**src/rtl/gray_ptr_rx.sv**
```systemverilog
// -----------------------------------------------------------------------------
// gray_ptr_rx
//
// Receive side of a gray-coded FIFO pointer crossing into the clk_i domain.
// The remote gray pointer passes through a SyncStages-deep synchroniser, is
// converted to binary, and is compared against the local binary pointer to
// produce a registered fill level and status flags.
//
// Optional feature (macro GRAY_CHECK_EN): when defined, the synchronised gray
// value is checked against its previous value and gray_err_o latches when
// more than one bit changed between consecutive samples. When undefined,
// gray_err_o is tied low.
//
// Ports:
//   clk_i          receive-domain clock, rising edge
//   rst_i          asynchronous reset, active high
//   remote_gray_i  gray pointer from the remote domain (one bit change per update)
//   local_bin_i    local binary pointer, synchronous to clk_i
//   remote_bin_o   synchronised remote pointer, binary
//   level_o        (remote_bin - local_bin) mod 2**PtrWidth
//   empty_o        level_o == 0
//   full_o         level_o == Depth, Depth = 2**(PtrWidth-1)
//   overflow_o     sticky: a level above Depth was computed
//   gray_err_o     sticky: synchronised gray code moved by more than one bit
// -----------------------------------------------------------------------------
module gray_ptr_rx #(
    parameter int unsigned PtrWidth   = 5,
    parameter int unsigned SyncStages = 2
) (
    input  logic                clk_i,
    input  logic                rst_i,
    input  logic [PtrWidth-1:0] remote_gray_i,
    input  logic [PtrWidth-1:0] local_bin_i,
    output logic [PtrWidth-1:0] remote_bin_o,
    output logic [PtrWidth-1:0] level_o,
    output logic                empty_o,
    output logic                full_o,
    output logic                overflow_o,
    output logic                gray_err_o
);

    // Depth = 2**(PtrWidth-1), built as a bit pattern so it stays valid up to
    // PtrWidth == 32 without signed-int overflow.
    localparam logic [PtrWidth-1:0] DepthPtr = {1'b1, {(PtrWidth - 1){1'b0}}};

    // Gray to binary: each binary bit is the XOR of all gray bits at or above it.
    function automatic logic [PtrWidth-1:0] g2b(input logic [PtrWidth-1:0] g);
        logic [PtrWidth-1:0] b;
        b = '0;
        for (int i = 0; i < PtrWidth; i++) begin
            b[i] = ^(g >> i);
        end
        return b;
    endfunction

    // Synchroniser chain; sync[0] is the first flop after the crossing.
    logic [SyncStages-1:0][PtrWidth-1:0] sync;
    logic [PtrWidth-1:0]                 sync_out;
    logic [PtrWidth-1:0]                 sync_bin;
    logic [PtrWidth-1:0]                 level_next;
    logic                                ovf_next;

    always_ff @(posedge clk_i or posedge rst_i) begin
        if (rst_i) begin
            sync <= '0;
        end else begin
            sync[0] <= remote_gray_i;
            for (int k = 1; k < SyncStages; k++) begin
                sync[k] <= sync[k-1];
            end
        end
    end

    always_comb begin
        sync_out   = sync[SyncStages-1];
        sync_bin   = g2b(sync_out);
        // Modulo subtraction handles pointer wrap-around for free.
        level_next = sync_bin - local_bin_i;
        ovf_next   = (level_next > DepthPtr);
    end

    // Output register stage, updated every edge.
    always_ff @(posedge clk_i or posedge rst_i) begin
        if (rst_i) begin
            remote_bin_o <= '0;
            level_o      <= '0;
            empty_o      <= 1'b1;
            full_o       <= 1'b0;
            overflow_o   <= 1'b0;
        end else begin
            remote_bin_o <= sync_bin;
            level_o      <= level_next;
            empty_o      <= (level_next == '0);
            full_o       <= (level_next == DepthPtr);
            overflow_o   <= overflow_o | ovf_next;
        end
    end

`ifdef GRAY_CHECK_EN
    logic [PtrWidth-1:0] prev_gray;
    logic                gray_err;

    // Compares consecutive synchronised samples, so the flag lands on the same
    // edge as the remote_bin_o value that exposed it.
    always_ff @(posedge clk_i or posedge rst_i) begin
        if (rst_i) begin
            prev_gray <= '0;
            gray_err  <= 1'b0;
        end else begin
            prev_gray <= sync_out;
            gray_err  <= gray_err | ($countones(sync_out ^ prev_gray) > 1);
        end
    end

    assign gray_err_o = gray_err;
`else
    assign gray_err_o = 1'b0;
`endif

endmodule
```
**config.mk**
```make
export PLATFORM = sky130hd
export DESIGN_NAME = gray_ptr_rx
export DESIGN_NICKNAME = d
export VERILOG_FILES = /design/src/rtl/gray_ptr_rx.sv
export SDC_FILE = /design/constraint.sdc
export NUM_CORES = 1
export LEC_CHECK = 0
export CAP_MARGIN = 30
export CELL_PAD_IN_SITES_DETAIL_PLACEMENT = 0
export CELL_PAD_IN_SITES_GLOBAL_PLACEMENT = 1
export CORE_AREA = 2 2 53 55
export DETAILED_ROUTE_END_ITERATION = 8
export DIE_AREA = 0 0 55 57
export HOLD_SLACK_MARGIN = 0.06
export PLACE_DENSITY = 0.75
export SYNTH_ARGS = -nofsm -noshare
export SYNTH_HDL_FRONTEND = slang
export SYNTH_SLANG_ARGS = --single-unit
```
**constraint.sdc**
```tcl
create_clock -name clk_i -period 3.66 [get_ports clk_i]
set_input_delay 0.915 -clock clk_i [delete_from_list [all_inputs] [get_ports clk_i]]
set_output_delay 0.915 -clock clk_i [all_outputs]
set_load 0.02 [all_outputs]
```
==> key figures, run 1 <==
Outcome
  • Status: completed

Yosys
  • Sequential area share after synthesis: 66.8%
  • Seq cells post-synth: 23
  • Area leader, netlist: dfrtp_1
  • Distinct cells, synth: 21
  • Post-Syn Instances: 60
  • Yosys warning count: 0
  • Mapped cell area: 863 sq um
  • Synth top area cells: dfrtp_1 64%, ha_1 5.8%, xor2_2 3.8%, dfstp_2 3.0%, inv_1 3.0%
  • Avg Inst Size Synth: 14.4 sq um
  • Syn_nets: 77
  • Area share of the largest cell type after synthesis: 63.8%

Power and ir drop
  • Sw Share: 30.3%
  • Pwr Total: 0.620 mW
  • VDD IR max: 0.000238 V
  • NetSw: 0.188 mW
  • Lkg Pwr: 0.524 nW
  • Power share of the sequential group: 48.7%
  • PD cells: 534 mW/mm^2
  • Clock share of power: 18.2%
  • Comb pwr share: 33.1%
  • Internal: 0.432 mW

Timing
  • Period utilization: 76.2%
  • Worst-margin pin slew: 0.843 ns
  • Worst setup margin: 0.872 ns
  • Slew Viols, Final: 0
  • Post-route minimum period: 2.79 ns
  • Final Skew: 0.00603 ns
  • Hold WS: 0.364 ns
  • Final setup TNS: 0 ns
  • Unrepaired setup endpoints after global routing: no
  • Worst slew margin: 43.7%
  • Final Hold Vio Count: 0
  • Max Fclk: 359 MHz
  • Final setup fails: 0

Clock network
  • Worst-path clk slew: 0.12 ns
  • # clock sinks: 23
  • Max Root-Sink Buffers: 2
  • TritonCTS clock tree: built
  • Worst skew pair latency: 0.31 ns
  • Root Driver: clkbuf_4
  • H-Tree Depth: 1
  • Hold-fix buffers at CTS: 0
  • Post-CTS sizing: 0
  • Setup Fix Bufs, Post-CTS: 0
  • TritonCTS buffer count: 3

Floorplan
  • Die width: 55 microns
  • Starting Density: 33.0%
  • # rows: 19
  • Boundary Pins: 26
  • Core Region: 0.00262 sq mm
  • DIE AREA: 0.00314 sq mm
  • Die Ht: 57 microns

Setup path
  • Type of origin of the critical path: register
  • WP data required: 3.87 ns
  • Crit end category: register
  • Worst EP arrival: 3.00 ns
  • WS Path Type: reg -> reg
  • CP max FO: 4

Final layout
  • Fin nets: 105
  • Multi-input logic area: 253 sq um
  • Design Area, Final: 0.00116 sq mm
  • Area grow syn2layout: 34.6%
  • Flip-flop and latch area: 577 sq um
  • ANT cells: 0
  • FILL cells: 256
  • Ratio of cells with drive above 1 in the final layout: 9.20%

Drt
  • Vias/cell: 4.19
  • Routed WL per cell: 10.3 microns
  • # DRC: 0
  • Routed WL: 1210 microns
  • Vias: 495
  • Drt initial violations: 6
  • Routed Antenna Nets: 0
  • Drt first pass iters: 4

Global routing
  • GRT Util Overall: 9.86%
  • Initial antenna violation count: 0
  • GR Overflow Total: 0
  • First-pass GRT wire length: 2150 microns
  • Largest net degree at the start of global routing: 24
  • Vias in the first global route: 536

Placement
  • DP HPWL: 932 microns
  • Port Buffer Count: 24
  • Placement Setup Slack: 0.799 ns
  • Placer congestion estimate: 0.742
  • Dpl cell area: 0.00113 sq mm

Worst hold path
  • HP Class: reg -> reg

Flow run
  • Max Cap Viol: 0
-- critical path: stages (launching register included) --
cell	delay [ns]
dfrtp_1	0.44
xor2_2	0.26
xor2_2	0.27
xnor2_2	0.15
xor2_1	0.17
ha_1	0.22
fa_1	0.50
inv_1	0.06
nor4_1	0.28
mux2i_1	0.15
a21o_1	0.20
-- flip-flops by register name, summed over array words and instances (netlist names) --
name and flops:
empty_o 1, sync 5, overflow_o 1, remote_bin_o 5, sync_out 5, level_o 5, full_o 1
-- synthesized netlist by cell type --
| library cell | number |
|---|---|
| dfrtp_1 | 22 |
| inv_1 | 7 |
| ha_1 | 4 |
| nor2_1 | 4 |
| xnor2_1 | 3 |
| xor2_1 | 3 |
| a21oi_1 | 2 |
| xor2_2 | 2 |
| a21o_1 | 1 |
| buf_4 | 1 |
| conb_1 | 1 |
| dfstp_2 | 1 |
| fa_1 | 1 |
| mux2i_1 | 1 |
| nand2_1 | 1 |
| nand2b_1 | 1 |
| nand3_1 | 1 |
| nand3b_1 | 1 |
| nor2b_1 | 1 |
| nor4_1 | 1 |
| xnor2_2 | 1 |
-- layout make-up --
cell class	instances	share of cell area (%)
clock buffer	3	1.94
sequential	23	49.6
multi-input combinational	29	21.7
tap	31	3.34
timing repair buffer	24	20.7
inverter	7	2.26
clock inverter	1	0.431
-- cells by family (layout without fill, tap and decap cells) --
kind of cell	after synthesis	count (layout)	share of synthesized area, %
XOR/XNOR	9	9	11.7
AO/OA/AOI/OAI	3	3	2.03
multiplexers	1	1	1.16
flip-flops	23	23	66.8
buffers and inverters	8	35	3.91
adder cells (fa/ha/maj)	5	5	8.12
AND/OR/NAND/NOR	10	10	5.80
other	1	1	0.434
-- path summary, 6_finish.rpt --
path	startpoint	endpoint	slack, ns	depth (start not counted)
worst max-delay path	sync_out[4]	overflow_o	0.87	10
worst min-delay path	sync[1]	sync_out[1]	0.36	0
worst max register to register	sync_out[4]	overflow_o	0.87	10
worst min register to register	sync[1]	sync_out[1]	0.36	0
max in group asynchronous	rst_i	level_o[3]	2.08	2
min in group asynchronous	rst_i	sync_out[0]	1.06	2
-- power groups by stage --
stage	registers (mW)	logic [mW]	clock network, mW
6_report	0.302	0.205	0.113
5_1_grt	0.306	0.227	0.131
4_1_cts	0.303	0.208	0.123
3_5_place_dp	0.308	0.208	0
3_3_place_gp	0.307	0.206	0
2_1_floorplan	0.351	0.0758	0
-- metrics by stage --
stage | util, % | instances
2_1_floorplan | - | 60
3_3_place_gp | 43.4 | 114
3_5_place_dp | 43.4 | 114
4_1_cts | 44.4 | 118
5_1_grt | 44.4 | 118
6_report | 44.4 | 118
-- layer usage --
metal | GRT usage (%) | vias up | wire length, microns
li1 | - | 235 | -
met1 | 11.3 | 238 | 469
met2 | 16.0 | 20 | 637
met3 | 2.36 | 2 | 88
met4 | 6.27 | 0 | 17
met5 | 0 | - | 0
-- cell usage in the layout (no fill, tap or decap) --
cell type / n
xnor2_1: 3
dfstp_2: 1
nand3b_1: 1
ha_1: 4
fa_1: 1
nor4_1: 1
a21oi_1: 2
nand2b_1: 1
inv_1: 7
dfrtp_1: 22
nand2_1: 1
clkdlybuf4s50_1: 24
nor2b_1: 1
nor2_1: 4
clkinv_2: 1
xor2_2: 2
clkbuf_4: 3
a21o_1: 1
nand3_1: 1
xor2_1: 3
xnor2_2: 1
conb_1: 1
mux2i_1: 1
(Power assumes the default switching activity.)
==> inputs of run 2 (changes only) <==
- CORE_AREA: 2 2 53 55 -> 2 2 55 57
- DIE_AREA: 0 0 55 57 -> 0 0 57 59
- PLACE_DENSITY: 0.75 -> 0.73
- clock period: 3.66 -> 2.31 ns (I/O delays scaled with it)
==> run 2 against run 1 <==
  * Count of clock-buffer cells in the layout rose by 1
  * Flip-flop and latch count did not move
  * Wire length rose by 8.0%
  * Die area rose by 7.3%
  * Final area rose by 6.1%
  * Setup slack got worse by 1.1 ns
  * Cell count rose by 5.1%
  * Sequential share of layout area fell by 2.9 points
  * Global-route usage fell by 1.0 points
  * Critical path type unchanged
  * The flow now finishes with violations (negative setup slack)
  * Critical endpoint unchanged
  * Register-to-register slack got worse by 1.1 ns
  * Clock power rose by 57%
==> key figures, run 2 (synthesis results as in run 1) <==
Final layout
  • Finished Layout Cells: 124 (was 118)
  • FILL cells: 266 (was 256)
  • ANT cells: 0 (unchanged)
  • Final Core Density: 45.5% (was 44.4%)
  • Commonest cells after routing, fill and taps aside: 24 x clkdlybuf4s50_1, 22 x dfrtp_1, 6 x inv_1, 6 x buf_4, 4 x nor2_1 (was 24 x clkdlybuf4s50_1, 22 x dfrtp_1, 7 x inv_1)
  • Commonest non-fill, non-tap cell in the layout: clkdlybuf4s50_1 (unchanged)
  • Fin nets: 111 (was 105)
  • Design Area, Final: 0.00123 sq mm (was 0.00116 sq mm)
  • Ratio of cells with drive above 1 in the final layout: 20.4% (was 9.20%)
  • Area grow syn2layout: 42.9% (was 34.6%)

Clock network
  • Worst-path clk slew: 0.11 ns (was 0.12 ns)
  • Max Root-Sink Buffers: 2 (unchanged)
  • Root Driver: clkbuf_4 (unchanged)
  • TritonCTS buffer count: 3 (unchanged)
  • H-Tree Depth: 1 (unchanged)
  • # clock sinks: 23 (unchanged)
  • Worst skew pair latency: 0.30 ns (was 0.31 ns)
  • TritonCTS clock tree: built (unchanged)
  • Hold-fix buffers at CTS: 0 (unchanged)

Global routing
  • Initial antenna violation count: 0 (unchanged)
  • Largest net degree at the start of global routing: 24 (unchanged)
  • First-pass GRT wire length: 2230 microns (was 2150 microns)
  • Vias in the first global route: 570 (was 536)
  • GR Overflow Total: 0 (unchanged)
  • GRT Util Overall: 8.83% (was 9.86%)

Floorplan
  • # rows: 19 (unchanged)
  • Boundary Pins: 26 (unchanged)
  • Starting Density: 31.9% (was 33.0%)
  • Core Region: 0.00271 sq mm (was 0.00262 sq mm)
  • DIE AREA: 0.00336 sq mm (was 0.00314 sq mm)
  • Die Ht: 59 microns (was 57 microns)
  • Die width: 57 microns (was 55 microns)

Placement
  • Placer congestion estimate: 0.741 (was 0.742)
  • DP HPWL: 1020 microns (was 932 microns)
  • Dpl cell area: 0.00117 sq mm (was 0.00113 sq mm)
  • DP Cell Count: 119 (was 114)
  • Port Buffer Count: 24 (unchanged)
  • Placement Setup Slack: -0.266 ns (was 0.799 ns)

Setup path
  • WS Path Type: reg -> reg (unchanged)
  • Type of origin of the critical path: register (unchanged)
  • CP max FO: 3 (was 4)
  • Worst EP arrival: 2.71 ns (was 3.00 ns)
  • Crit-path cells: xor2_2, xor2_2, xnor2_2, xor2_1, ha_2, fa_1, inv_2, nor4_2, mux2i_1, a21o_1 (was xor2_2, xor2_2, xnor2_2, xor2_1, ha_1, fa_1, inv_1, nor4_1, mux2i_1, a21o_1)
  • WP data required: 2.52 ns (was 3.87 ns)
  • Slowest Stage Delay on Critical Path: 0.51 ns (was 0.50 ns)
  • Crit-path slowest cell: fa_1 (unchanged)
  • Most used cell, CP: xor2_2 (unchanged)
  • Critical Path Source: sync_out[3] (was sync_out[4])
  • Worst R2R Start: sync_out[3] (was sync_out[4])
  • Crit end category: register (unchanged)

Timing
  • Final Hold Vio Count: 0 (unchanged)
  • Worst setup margin: -0.195 ns (was 0.872 ns)
  • Unrepaired setup endpoints after global routing: yes (was no)
  • Slew Viols, Final: 0 (unchanged)
  • Final Skew: 0.00124 ns (was 0.00603 ns)
  • Max Fclk: 399 MHz (was 359 MHz)
  • Final setup fails: 3 (was 0)
  • Post-route minimum period: 2.50 ns (was 2.79 ns)
  • Period utilization: 108% (was 76.2%)

Drt
  • Routed WL: 1310 microns (was 1210 microns)
  • Vias/cell: 4.31 (was 4.19)
  • Drt initial violations: 0 (was 6)
  • Drt first pass iters: 1 (was 4)
  • Wl on met1: 472 microns (was 469 microns)
  • Routed WL per cell: 10.6 microns (was 10.3 microns)
  • Highest metal used: met4 (unchanged)
  • Met3 Routed Length: 96 microns (was 88 microns)
  • Vias: 535 (was 495)
  • Met2 WL: 723 microns (was 637 microns)
  • Routed Antenna Nets: 0 (unchanged)
  • # DRC: 0 (unchanged)

Worst hold path
  • Worst hold start: sync[4] (was sync[1])
  • HP Class: reg -> reg (unchanged)

Flow run
  • Max Cap Viol: 0 (unchanged)

Power and ir drop
  • NetSw: 0.311 mW (was 0.188 mW)
  • Comb pwr share: 36.1% (was 33.1%)
  • PD cells: 833 mW/mm^2 (was 534 mW/mm^2)
  • VDD IR max: 0.000470 V (was 0.000238 V)
  • Internal: 0.717 mW (was 0.432 mW)
  • Power share of the sequential group: 46.6% (was 48.7%)
  • Pwr Total: 1.03 mW (was 0.620 mW)
  • Clock share of power: 17.3% (was 18.2%)
  • Sw Share: 30.3% (about the same)
  • Lkg Pwr: 0.558 nW (was 0.524 nW)

Outcome
  • Failing checks: negative setup slack
  • Status: finished with violations (was completed)
[run 2: cell count changes in the layout (fill, tap and decap cells not counted), sizes merged]
cell | before | now
buf | 0 | 6
clkbuf | 3 | 4
clkinv | 1 | 0
[run 2: metrics by stage]
step | TNS [ns] | hold WS [ns]
finish | -0.386 | 0.361
global route | -0.940 | 0.381
CTS | -0.565 | 0.366
detailed placement | -0.571 | 0.337
global placement | -0.468 | 0.331
floorplan | -0.374 | 0.331
[run 2: layout make-up]
class | count | area (sq um) | area share [%]
clock buffers | 4 | 26.3 | 2.13
inverters | 7 | 26.3 | 2.13
multi-input cells | 29 | 280 | 22.7
flip-flops and latches | 23 | 577 | 46.8
well taps | 31 | 38.8 | 3.14
repair buffers | 30 | 285 | 23.1
[run 2: worst max-delay path: cells and delay by family (launching register included)]
kind,cells,cell delay (ns)
mux,1,0.14
compound gates,1,0.19
simple gates,1,0.25
buf+inv,1,0.05
fa+ha+maj,2,0.70
flops,1,0.41
xor+xnor,4,0.68
[run 2: per-layer routing]
layer  up-vias  track usage, %
met1       264            9.17
met4         0            3.99
met5         -               0
li1        249               -
met3         2            2.40
met2        20            16.6
[run 2: final timing paths]
| check | slack (ns) | depth (start not counted) | end |
|---|---|---|---|
| setup / recovery | -0.19 | 10 | overflow_o |
| hold / removal | 0.36 | 0 | sync_out[4] |
| setup reg to reg | -0.19 | 10 | overflow_o |
| hold reg to reg | 0.36 | 0 | sync_out[4] |
| max in group asynchronous | 1.44 | 3 | empty_o |
| min in group asynchronous | 0.59 | 3 | sync[3] |
[run 2: repair_timing]
item | in CTS | in global routing
hold endpoints to repair | 0 | 0
resized for setup | 4 | 1
buffers inserted | 1 | 0
pin swaps | 3 | 1
setup endpoints to repair | 4 | 4
[run 2: power groups by stage]
stage / Combinational (mW) / Sequential, mW / Clock [mW]
after global placement: 0.341 / 0.486 / 0
after floorplan: 0.121 / 0.555 / 0
after CTS: 0.370 / 0.481 / 0.188
after detailed placement: 0.347 / 0.489 / 0
final: 0.371 / 0.479 / 0.177
after global routing: 0.400 / 0.486 / 0.204
==> inputs of run 3 (changes only) <==
- CORE_AREA: 2 2 55 57 -> 2 2 53 55
- DIE_AREA: 0 0 57 59 -> 0 0 55 57
- PLACE_DENSITY: 0.73 -> 0.75
- clock period: 2.31 -> 2.6 ns (I/O delays scaled with it)
==> run 3 against run 2 <==
  * The run now ends clean
  * Clock power fell by 11%
  * Final area rose by 0.10%
  * Largest power group unchanged
  * Setup slack improved by 0.29 ns
  * Wire length fell by 7.4%
  * Core utilization rose by 1.7 points
  * Worst hold slack improved by 0.00075 ns
  * First-iteration DRC count rose by 1
  * Critical path type unchanged
==> key figures, run 3 (synthesis results as in run 1) <==
Outcome
  • Status: completed (was finished with violations)

Placement
  • Dpl cell area: 0.00117 sq mm (about the same)
  • Port Buffer Count: 24 (unchanged)
  • Placer congestion estimate: 0.769 (was 0.741)
  • DP HPWL: 944 microns (was 1020 microns)
  • DP Cell Count: 119 (unchanged)

Timing
  • Post-route minimum period: 2.50 ns (about the same)
  • Hold WS: 0.362 ns (was 0.361 ns)
  • Final setup fails: 0 (was 3)
  • Slew Viols, Final: 0 (unchanged)
  • Unrepaired setup endpoints after global routing: yes (unchanged)
  • Max Fclk: 399 MHz (about the same)
  • Final Skew: 0.000755 ns (was 0.00124 ns)
  • Final Hold Vio Count: 0 (unchanged)
  • Period utilization: 96.3% (was 108%)

Floorplan
  • DIE AREA: 0.00314 sq mm (was 0.00336 sq mm)
  • # rows: 19 (unchanged)
  • Boundary Pins: 26 (unchanged)
  • Die Ht: 57 microns (was 59 microns)
  • Die width: 55 microns (was 57 microns)
  • Core Region: 0.00262 sq mm (was 0.00271 sq mm)
  • Starting Density: 33.0% (was 31.9%)

Setup path
  • CP max FO: 3 (unchanged)
  • Crit-path slowest cell: fa_1 (unchanged)
  • Crit end category: register (unchanged)
  • Worst EP arrival: 2.71 ns (about the same)
  • Type of origin of the critical path: register (unchanged)
  • Reg2Reg Depth: 10 (unchanged)
  • WP data required: 2.81 ns (was 2.52 ns)
  • CP delay by family, top: XOR/XNOR gates (was adder cells)
  • WP depth: 10 (unchanged)
  • FF-to-FF setup slack: 0.1 ns (was -0.19 ns)
  • Crit-path cells: xor2_2, xor2_2, xnor2_2, xor2_1, ha_2, fa_1, inv_2, nor4_2, mux2i_1, a21o_1 (unchanged)
  • Buffer and inverter count on the worst path: 1 (unchanged)
  • WS Path Type: reg -> reg (unchanged)
  • Worst R2R Start: sync_out[3] (unchanged)
  • Reg-to-reg endpoint: overflow_o (unchanged)
  • Most used cell, CP: xor2_2 (unchanged)
  • Crit path to: overflow_o (unchanged)
  • Slowest Stage Delay on Critical Path: 0.51 ns (about the same)
  • Critical Path Source: sync_out[3] (unchanged)

Power and ir drop
  • PD cells: 735 mW/mm^2 (was 833 mW/mm^2)
  • Lkg Pwr: 0.562 nW (was 0.558 nW)
  • VDD IR max: 0.000393 V (was 0.000470 V)
  • Pwr Total: 0.908 mW (was 1.03 mW)

Global routing
  • First-pass GRT wire length: 2100 microns (was 2230 microns)
  • GR Overflow Total: 0 (unchanged)
  • Vias in the first global route: 532 (was 570)
  • GRT Util Overall: 9.61% (was 8.83%)
  • Initial antenna violation count: 0 (unchanged)
  • Largest net degree at the start of global routing: 24 (unchanged)

Clock network
  • # clock sinks: 23 (unchanged)
  • Hold-fix buffers at CTS: 0 (unchanged)
  • H-Tree Depth: 1 (unchanged)
  • TritonCTS buffer count: 3 (unchanged)
  • Worst-path clk slew: 0.12 ns (was 0.11 ns)
  • Root Driver: clkbuf_4 (unchanged)
  • Worst skew pair latency: 0.30 ns (about the same)
  • Max Root-Sink Buffers: 2 (unchanged)
  • TritonCTS clock tree: built (unchanged)

Final layout
  • Finished Layout Cells: 124 (unchanged)
  • FILL cells: 246 (was 266)
  • Multi-input logic area: 280 sq um (unchanged)
  • Ratio of cells with drive above 1 in the final layout: 21.5% (was 20.4%)
  • Fin nets: 111 (unchanged)
  • Area grow syn2layout: 43.0% (was 42.9%)
  • Commonest cells after routing, fill and taps aside: 24 x clkdlybuf4s50_1, 22 x dfrtp_1, 6 x inv_1, 6 x buf_4, 4 x nor2_1 (unchanged)
  • Flip-flop and latch area: 577 sq um (unchanged)
  • Commonest non-fill, non-tap cell in the layout: clkdlybuf4s50_1 (unchanged)
  • ANT cells: 0 (unchanged)
  • Design Area, Final: 0.00123 sq mm (about the same)

Drt
  • Vias: 525 (was 535)
  • Routed WL: 1210 microns (was 1310 microns)
  • Drt initial violations: 1 (was 0)
  • # DRC: 0 (unchanged)
  • Routed Antenna Nets: 0 (unchanged)
  • Routed WL per cell: 9.77 microns (was 10.6 microns)
  • Vias/cell: 4.23 (was 4.31)
  • Drt first pass iters: 2 (was 1)

Flow run
  • Max Cap Viol: 0 (unchanged)

Worst hold path
  • HP Class: reg -> reg (unchanged)
run 3: cell types whose count changed in the layout (fill, tap and decap cells not counted):
cell / previous run / this run
clkbuf_1: 1 / 0
clkinv_2: 0 / 1
run 3: worst register-to-register path: cells and delay by family (launching register included):
kind            cells  cell delay (ns)
compound gates      1             0.19
buf+inv             1             0.05
xor+xnor            4             0.69
simple gates        1             0.23
flops               1             0.42
fa+ha+maj           2             0.69
mux                 1             0.14
run 3: metal layers:
layer | routed length [microns] | track usage (%)
met2 | 664 | 15.6
met5 | 0 | 0
met1 | 438 | 10.8
met3 | 84 | 2.36
met4 | 25 | 6.27
run 3: repair_timing:
item                                    4_1_cts  5_1_grt
gates resized for setup                       1        5
endpoints found under the setup margin        1        3
pin swaps                                     2        2
setup buffers                                 0        1
run 3: cell type report:
cell class,instances,share of cell area (%)
sequential,23,46.7
multi-input combinational,29,22.7
clock buffer,3,1.82
tap,31,3.14
timing repair buffer,30,23.1
clock inverter,1,0.405
inverter,7,2.13
run 3: how the worst min path moves through the flow:
stage	start	to	slack [ns]	depth (start not counted)
finish	sync[3]	sync_out[3]	0.36	0
global route	sync[4]	sync_out[4]	0.38	0
CTS	sync[3]	sync_out[3]	0.37	0
detailed placement	sync[3]	sync_out[3]	0.34	0
global placement	sync[3]	sync_out[3]	0.33	0
floorplan	sync[0]	sync_out[0]	0.33	0
run 3: through the flow:
stage                     setup TNS, ns  util (%)  setup WS, ns
after floorplan                       0         -        0.0302
after detailed placement              0      44.8        0.0126
after global routing            -0.0553      47.2       -0.0553
final                                 0      47.2        0.0966
after CTS                             0      46.0        0.0217
after global placement                0      44.8        0.0308
run 3: where the power goes:
| group | switching [mW] | total (mW) | internal (mW) | leakage [nW] |
|---|---|---|---|---|
| Clock | 0.0998 | 0.157 | 0.0573 | 0.0177 |
| Sequential | 0.0152 | 0.426 | 0.410 | 0.266 |
| Combinational | 0.160 | 0.325 | 0.165 | 0.278 |
| Total | 0.275 | 0.908 | 0.633 | 0.562 |
